<file path="src/rtl/clk_div_scheduler.sv">
// clk_div_scheduler: run-time controller for the board clock divider.
// Produces a programmable 50% duty square wave (clk_out) plus a one-cycle
// tick on each rising edge. The half-period is changed through a req/ack
// handshake and only takes effect at a full-period boundary (falling edge),
// so clk_out never shows a runt pulse.
//
// Handshake: a request is div_req=1 with div_val. It is sampled only while
// busy=0 and while no div_ack/div_err pulse is being presented; a requester
// that holds div_req until it sees div_ack or div_err is therefore never
// accepted twice. Each accepted request is answered by exactly one div_ack
// (value now in cur_div) or one div_err (div_val==0, nothing changed).
// A request latched while running raises busy until the period boundary.
module clk_div_scheduler #(
   parameter int          W            = 25,
   parameter int unsigned DEFAULT_HALF = 5_000_000
) (
   input  logic         CLK100MHZ,
   input  logic         CPU_RESETN,
   input  logic         enable,
   input  logic         div_req,
   input  logic [W-1:0] div_val,
   output logic         div_ack,
   output logic         div_err,
   output logic         busy,
   output logic [W-1:0] cur_div,
   output logic         clk_out,
   output logic         tick
);

   typedef enum logic [1:0] {
      ST_STOP = 2'd0,
      ST_RUN  = 2'd1,
      ST_PEND = 2'd2
   } state_e;

   localparam logic [W-1:0] RESET_HALF = W'(DEFAULT_HALF);

   state_e       state_q;
   logic [W-1:0] ctr_q;
   logic [W-1:0] cur_div_q;
   logic [W-1:0] pend_q;
   logic         clk_out_q;
   logic         tick_q;
   logic         busy_q;
   logic         ack_q;
   logic         err_q;

   logic         req_ok;
   logic         val_zero;
   logic         at_wrap;
   logic [W-1:0] ctr_d;

   // Request qualification and half-period wrap detection.
   always_comb begin
      req_ok   = div_req && !busy_q && !ack_q && !err_q;
      val_zero = (div_val == '0);
      // cur_div_q is never zero, so cur_div_q-1 cannot wrap.
      at_wrap  = (ctr_q == (cur_div_q - W'(1)));
      ctr_d    = at_wrap ? '0 : (ctr_q + W'(1));
   end

   // Divider FSM: STOP parks the output, RUN counts, PEND counts while a new
   // half-period waits for the falling edge that ends the current period.
   always_ff @(posedge CLK100MHZ or negedge CPU_RESETN) begin
      if (!CPU_RESETN) begin
         state_q   <= ST_STOP;
         ctr_q     <= '0;
         cur_div_q <= RESET_HALF;
         pend_q    <= '0;
         clk_out_q <= 1'b0;
         tick_q    <= 1'b0;
         busy_q    <= 1'b0;
         ack_q     <= 1'b0;
         err_q     <= 1'b0;
      end else begin
         tick_q <= 1'b0;
         ack_q  <= 1'b0;
         err_q  <= 1'b0;
         case (state_q)
            ST_STOP: begin
               ctr_q     <= '0;
               clk_out_q <= 1'b0;
               // While stopped there is no period to protect: apply at once.
               if (req_ok) begin
                  if (val_zero) begin
                     err_q <= 1'b1;
                  end else begin
                     cur_div_q <= div_val;
                     ack_q     <= 1'b1;
                  end
               end
               if (enable) state_q <= ST_RUN;
            end

            ST_RUN, ST_PEND: begin
               if (!enable) begin
                  // Stop wins over any boundary in the same cycle.
                  state_q   <= ST_STOP;
                  ctr_q     <= '0;
                  clk_out_q <= 1'b0;
                  busy_q    <= 1'b0;
                  if (state_q == ST_PEND) begin
                     cur_div_q <= pend_q;
                     ack_q     <= 1'b1;
                  end else if (req_ok) begin
                     if (val_zero) begin
                        err_q <= 1'b1;
                     end else begin
                        cur_div_q <= div_val;
                        ack_q     <= 1'b1;
                     end
                  end
               end else begin
                  ctr_q <= ctr_d;
                  if (at_wrap) begin
                     clk_out_q <= ~clk_out_q;
                     tick_q    <= ~clk_out_q;
                  end
                  if (state_q == ST_PEND) begin
                     // Falling edge closes the full period: swap in the new value.
                     if (at_wrap && clk_out_q) begin
                        cur_div_q <= pend_q;
                        ack_q     <= 1'b1;
                        busy_q    <= 1'b0;
                        state_q   <= ST_RUN;
                     end
                  end else if (req_ok) begin
                     if (val_zero) begin
                        err_q <= 1'b1;
                     end else begin
                        pend_q  <= div_val;
                        busy_q  <= 1'b1;
                        state_q <= ST_PEND;
                     end
                  end
               end
            end

            default: begin
               state_q   <= ST_STOP;
               ctr_q     <= '0;
               clk_out_q <= 1'b0;
               busy_q    <= 1'b0;
            end
         endcase
      end
   end

   assign div_ack = ack_q;
   assign div_err = err_q;
   assign busy    = busy_q;
   assign cur_div = cur_div_q;
   assign clk_out = clk_out_q;
   assign tick    = tick_q;

endmodule

</file>
<file path="config.mk">
export PLATFORM = sky130hd
export DESIGN_NAME = clk_div_scheduler
export DESIGN_NICKNAME = d
export VERILOG_FILES = /design/src/rtl/clk_div_scheduler.sv
export SDC_FILE = /design/constraint.sdc
export NUM_CORES = 1
export LEC_CHECK = 0
export CAP_MARGIN = 30
export CORE_AREA = 2 2 102 104
export CTS_BUF_LIST = sky130_fd_sc_hd__clkbuf_4 sky130_fd_sc_hd__clkbuf_8 sky130_fd_sc_hd__clkbuf_16
export DETAILED_ROUTE_END_ITERATION = 12
export DIE_AREA = 0 0 104 106
export PLACE_DENSITY = 0.71
export SKIP_CTS_REPAIR_TIMING = 1
export SYNTH_ARGS = -nofsm -noshare
export SYNTH_HDL_FRONTEND = slang
export SYNTH_SLANG_ARGS = --single-unit
export TNS_END_PERCENT = 20
</file>
<file path="constraint.sdc">
create_clock -name CLK100MHZ -period 4.2 [get_ports CLK100MHZ]
set_clock_uncertainty 0.2 [all_clocks]
set_input_delay 0.63 -clock CLK100MHZ [delete_from_list [all_inputs] [get_ports CLK100MHZ]]
set_output_delay 0.63 -clock CLK100MHZ [all_outputs]
set_load 0.1 [all_outputs]
</file>
==> impl_metrics.csv, run 1 <==
group,metric,value,unit
synthesis,synth_top_family_by_area,"simple AND/OR/NAND/NOR gates",
synthesis,synth_area,4820,sq um
grt,grt_start_max_net_pins,58,
clocking,numCtsBuffers,9,
setup_path,crit_arrival,3.62,ns
setup_path,crit_fanout,25,
outcome,status,"complete, no violations",
place,hpwl,8751,um
power_and_ir_drop,power-per-cell-area,806.9,nW/um^2
synthesis,synth_edf_count,0,
place,dpl_cell_area,5485,sq um
place,place.port_buffers,58,
detailed_routing,dr.pass1.iters,4,
detailed_routing,vias_per_cell,5.746,
grt,grt_antenna_before_repair,0,
synthesis,synth.avg_cell_area,9.487,sq um
worst_hold_path,min-delay-start,"clk_out",
detailed_routing,vias,3999,
synthesis,yosys_warnings,0,
synthesis,synth_cells,508,
power_and_ir_drop,ir_drop,0.4703,mV
synthesis,synth_compound_area_share,13.89,%
setup_path,cp_slowest_cell,"or4_4",
sta,setup_viol,0,
detailed_routing,wl_per_cell,17.17,um
place,place.gp.congestion,0.9510,
job,drv_cap,0,
synthesis,synth-simple-area-share,20.59,%
cells_and_area,drive_gt1_share,12.14,%
clocking,path_clk_slew,0.09,ns
die,fp.dieH,106,um
detailed_routing,initialDrtViolationCount,174,
clocking,cts_sinks,82,
die,io_pins,59,
sta,hold_viol,0,
synthesis,synth_cell_types,53,
synthesis,synth_fa_ha_area_share,1.558,%
cells_and_area,multi_input_area,2565,sq um
sta,fin_tns_setup,0,ns
synthesis,synth-main-ff-cell,"dfrtp_1",
clocking,cts_buffer_depth,2,
synthesis,syn_nets,543,
grt,overflow,0,
cells_and_area,fillCellCount,919,
setup_path,worstPathRequired,4.26,ns
sta,min_period,3.552,ns
sta,fmax,281.5,MHz
worst_hold_path,holdCritPathClass,"reg -> reg",
setup_path,path_cells,"or4_4 -> nor4_4 -> nand3b_1 -> xnor2_1 -> nand4_1 -> nor4_4 -> o21ai_2 -> a32o_1",
detailed_routing,ant_nets,0,
die,die_w,104,um
clocking,cts_max_level,3,
grt,grt_first_pass_wirelength,19690,um
cells_and_area,finish.instance_area,5684,sq um
setup_path,worstReg2RegStart,"cur_div[1]",
synthesis,yosys.area_share.xor_xnor,10.72,%
synthesis,yosysSeqAreaShare,42.78,%
cells_and_area,register_area,2062,sq um
setup_path,max_stage_delay,0.61,ns
setup_path,crit_buf_inv,0,
sta,post-route-period-util,84.57,%
setup_path,path_class,"reg -> reg",
synthesis,synth-seq-cells,82,
setup_path,path_common_cell,"nor4_4",
power_and_ir_drop,p_leak,2.281,nW
detailed_routing,wl,11950,um
cells_and_area,syn_to_final_growth,17.94,%
clocking,insertion_delay,0.38,ns
detailed_routing,drc,0,
die,core_area,10000,sq um
synthesis,async_flop_share,100.0,%
synthesis,synthMuxAreaShare,6.464,%
cells_and_area,antenna_cells,0,
grt,first_global_vias,3768,
setup_path,start_kind,"flop",
clocking,cts_root_buf,"clkbuf_8",
setup_path,path_delay_family,"simple AND/OR/NAND/NOR gates",
cells_and_area,fin_nets,590,
sta,slew_headroom,30.49,%
sta,worst_pin_slew,1.039,ns
die,die-area,11020,sq um
die,rows,37,
sta,grt_setup_unrepaired,"false",
die,initial_core_util,48.20,%
sta,holdWs,0.2912,ns
grt,groute.usage.overall,22.42,%
setup_path,critPathLaunch,"cur_div[1]",
setup_path,critPathCaptureType,"flop",
sta,drv_slew,0,
clocking,cts_tree,"built",
## where the power goes
group          switching, W  internal [W]  total, W
Clock              0.000306      0.000249  0.000555
Sequential         0.000342       0.00107   0.00141
Combinational       0.00175      0.000866   0.00262
Total               0.00240       0.00219   0.00459
## per-layer routing
metal / up-vias / track usage (%) / wire length (um)
met4: 0 / 6.950 / 199
li1: 1912 / - / -
met1: 1957 / 29.85 / 5372
met2: 114 / 35.95 / 5740
met5: - / 0 / 0
met3: 16 / 5.886 / 636
## logic make-up (layout without fill, tap and decap cells)
group	after synthesis	after routing
multiplexers	28	28
AO/OA/AOI/OAI	93	93
XOR/XNOR	59	59
buffers and inverters	42	94
flip-flops	82	82
adder cells (fa/ha/maj)	6	6
AND/OR/NAND/NOR	198	198
## final timing paths
check                               to  slack (ns)  cells after the start
max                         cur_div[5]        0.65                      8
min                               tick        0.29                      1
max reg2reg                 cur_div[5]        0.65                      8
min reg2reg                       tick        0.29                      1
max in group asynchronous  cur_div[14]        2.64                      3
min in group asynchronous    ctr_q[12]        0.51                      2
## layout make-up
| cell class | count | share of cell area [%] |
|---|---|---|
| inverters | 14 | 0.9245 |
| repair buffers | 64 | 11.36 |
| well taps | 136 | 2.994 |
| flip-flops and latches | 82 | 36.28 |
| clock inverters | 5 | 0.6604 |
| multi-input cells | 384 | 45.12 |
| clock buffers | 11 | 2.663 |
## through the flow
| step | util (%) | total power [W] | worst slack, ns | std cells |
|---|---|---|---|---|
| CTS | 56.74 | 0.004603 | 0.6437 | 695 |
| detailed placement | 54.85 | 0.004036 | 0.6642 | 679 |
| global route | 56.84 | 0.004849 | 0.3186 | 696 |
| floorplan | - | 0.003438 | 0.6454 | 508 |
| finish | 56.84 | 0.004587 | 0.6481 | 696 |
| global placement | 54.58 | 0.004014 | 0.6833 | 678 |
## registers in the layout (all words and copies together) (netlist names)
signal,cells
clk_out,1
div_ack,1
state_q,2
tick,1
pend_q,25
cur_div,25
ctr_q,25
div_err,1
busy,1
## worst register-to-register path: stages, from the launching register on
cell,delay [ns]
dfrtp_1,0.46
or4_4,0.61
nor4_4,0.40
nand3b_1,0.15
xnor2_1,0.24
nand4_1,0.27
nor4_4,0.43
o21ai_2,0.36
a32o_1,0.32
## layout by cell type, fill, tap and decap left out, drive strengths merged, types with 11 or more instances in the layout
cell type	synthesis	layout
nor4	17	17
xor2	28	28
mux2	25	25
clkdlybuf4s50	0	57
a32o	25	25
o21ai	36	36
nand3	16	16
inv	14	15
nand2	72	72
xnor2	31	31
nor2	47	47
clkbuf	17	11
dfrtp	74	74
## cells in the mapped netlist (14+ instances only)
cell type / instances / area share (%)
a32o_1: 25 / 5.2
nor4_1: 15 / 1.9
o21ai_0: 35 / 3.6
dfrtp_1: 74 / 38
xnor2_1: 31 / 5.6
mux2_2: 25 / 5.8
nand3_1: 14 / 1.5
nand2_1: 72 / 5.6
nor2_1: 47 / 3.7
clkbuf_1: 17 / 1.3
inv_1: 14 / 1.1
xor2_1: 28 / 5.1
Note: power is estimated with default switching activity, not from simulation.
==> run 2, diff against run 1 <==
Clock period 4.2 ns to 3.7 ns, I/O delays scaled along.
==> run 2 against run 1 <==
Sequential power increased by 11%. Critical path type unchanged. Total power increased by 16%. Via count decreased by 0.95%. Die area unchanged. Largest power group unchanged. Sequential share of layout area decreased by 0.28 points. First-iteration DRC count decreased by 8.0%. Cell area increased by 0.77%. Non-clock buffer count increased by 7.
==> impl_metrics.csv, run 2 (synthesis gave the netlist of run 1 again) <==
group,metric,value,unit
outcome,status,"complete, no violations",
place,place.gp.congestion,0.9317,
cells_and_area,syn_to_final_growth,18.85,%
grt,groute.usage.overall,22.80,%
clocking,cts_buffer_depth,2,
sta,min_period,3.478,ns
detailed_routing,dr.pass1.iters,5,
die,io_pins,59,
sta,holdWs,0.2684,ns
detailed_routing,initialDrtViolationCount,160,
setup_path,cp_slowest_cell,"or4_4",
die,rows,37,
cells_and_area,fillCellCount,944,
sta,drv_slew,0,
cells_and_area,multi_input_area,2580,sq um
setup_path,path_cells,"or4_4 -> nor4_4 -> nand3b_1 -> xnor2_1 -> nand4_1 -> nor4_4 -> o21ai_4 -> a32o_1",
die,die-area,11020,sq um
setup_path,path_class,"reg -> reg",
worst_hold_path,hold_depth,1,
worst_hold_path,hold_path_end,"tick",
clocking,cts_max_level,3,
clocking,cts_root_buf,"clkbuf_8",
sta,worst_pin_slew,0.9728,ns
grt,grt_first_pass_wirelength,20010,um
detailed_routing,vias,3961,
clocking,cts_sinks,82,
setup_path,r2r_end,"cur_div[13]",
setup_path,path_common_cell,"nor4_4",
detailed_routing,vias_per_cell,5.634,
die,core_area,10000,sq um
die,fp.dieH,106,um
detailed_routing,wl,12070,um
cells_and_area,register_area,2062,sq um
grt,grt_start_max_net_pins,59,
setup_path,crit_arrival,3.55,ns
setup_path,crit_fanout,25,
place,place.port_buffers,58,
setup_path,critPathCaptureType,"flop",
clocking,numCtsBuffers,9,
cells_and_area,antenna_cells,0,
sta,fmax,287.5,MHz
sta,hold_viol,0,
die,die_w,104,um
worst_hold_path,holdCritPathClass,"reg -> reg",
detailed_routing,drc,0,
job,drv_cap,0,
cells_and_area,drive_gt1_share,16.05,%
clocking,cts_tree,"built",
setup_path,worstReg2RegStart,"cur_div[0]",
sta,setup_viol,0,
grt,overflow,0,
place,hpwl,9093,um
cells_and_area,final_util,57.28,%
cells_and_area,mostFrequentLayoutCell,"dfrtp_1",
power_and_ir_drop,ir_drop,0.4896,mV
worst_hold_path,min-delay-start,"clk_out",
die,initial_core_util,48.20,%
setup_path,rrSetupSlack,0.22,ns
power_and_ir_drop,total_power,0.005320,W
grt,first_global_vias,3932,
sta,post-route-period-util,94.01,%
grt,grt_antenna_before_repair,0,
setup_path,start_kind,"flop",
cells_and_area,fin_nets,597,
sta,fin_tns_setup,0,ns
clocking,insertion_delay,0.38,ns
sta,slew_headroom,34.94,%
sta,grt_setup_unrepaired,"false",
power_and_ir_drop,power-per-cell-area,928.8,nW/um^2
power_and_ir_drop,p_leak,2.356,nW
setup_path,reg2reg_depth,8,
detailed_routing,wl_per_cell,17.17,um
setup_path,worstPathRequired,3.78,ns
detailed_routing,ant_nets,0,
clocking,path_clk_slew,0.10,ns
cells_and_area,final_cell_mix,"dfrtp_1 (74), nand2_1 (72), nor2_1 (47)",
setup_path,max_stage_delay,0.58,ns
run 2: report_power, final:
group / leakage [nW] / switching, W / internal (W)
clock: 0.107 / 0.000368 / 0.000324
sequential: 1.04 / 0.000341 / 0.00122
combinational: 1.21 / 0.00206 / 0.00101
total: 2.36 / 0.00277 / 0.00255
run 2: cell type report:
type | instances | share of cell area [%]
Timing Repair Buffer | 71 | 11.49
Sequential cell | 82 | 36.00
Tap cell | 136 | 2.971
Multi-Input combinational cell | 384 | 45.04
Inverter | 14 | 0.9174
Clock inverter | 7 | 1.420
Clock buffer | 9 | 2.163
run 2: metrics by stage:
stage	cells	setup slack [ns]	cell area, sq um
floorplan	508	0.1454	4820
global placement	685	0.3232	5470
detailed placement	686	0.2220	5498
CTS	702	0.2044	5703
global route	703	0.06698	5728
finish	703	0.2217	5728
run 2: critical path: cells and delay by family (launching register included):
kind	cells	cell delay, ns
flip-flops	1	0.46
AO/OA/AOI/OAI	2	0.57
AND/OR/NAND/NOR	5	1.91
XOR/XNOR	1	0.22
run 2: per-layer routing:
metal	vias up	global-route usage [%]	wire length [um]
met2	92	37.97	5870
li1	1937	-	-
met1	1919	30.32	5468
met4	0	7.432	184
met3	13	3.985	545
met5	-	0	0
run 2: how the worst max path moves through the flow:
| stage | from | endpoint | slack [ns] | cells past startpoint |
|---|---|---|---|---|
| 6_report | cur_div[0] | cur_div[13] | 0.22 | 8 |
| 5_1_grt | cur_div[1] | cur_div[21] | 0.07 | 8 |
| 4_1_cts | cur_div[0] | cur_div[5] | 0.20 | 8 |
| 3_5_place_dp | cur_div[0] | cur_div[13] | 0.22 | 8 |
| 3_3_place_gp | cur_div[0] | cur_div[7] | 0.32 | 8 |
| 2_1_floorplan | cur_div[7] | cur_div[10] | 0.15 | 10 |
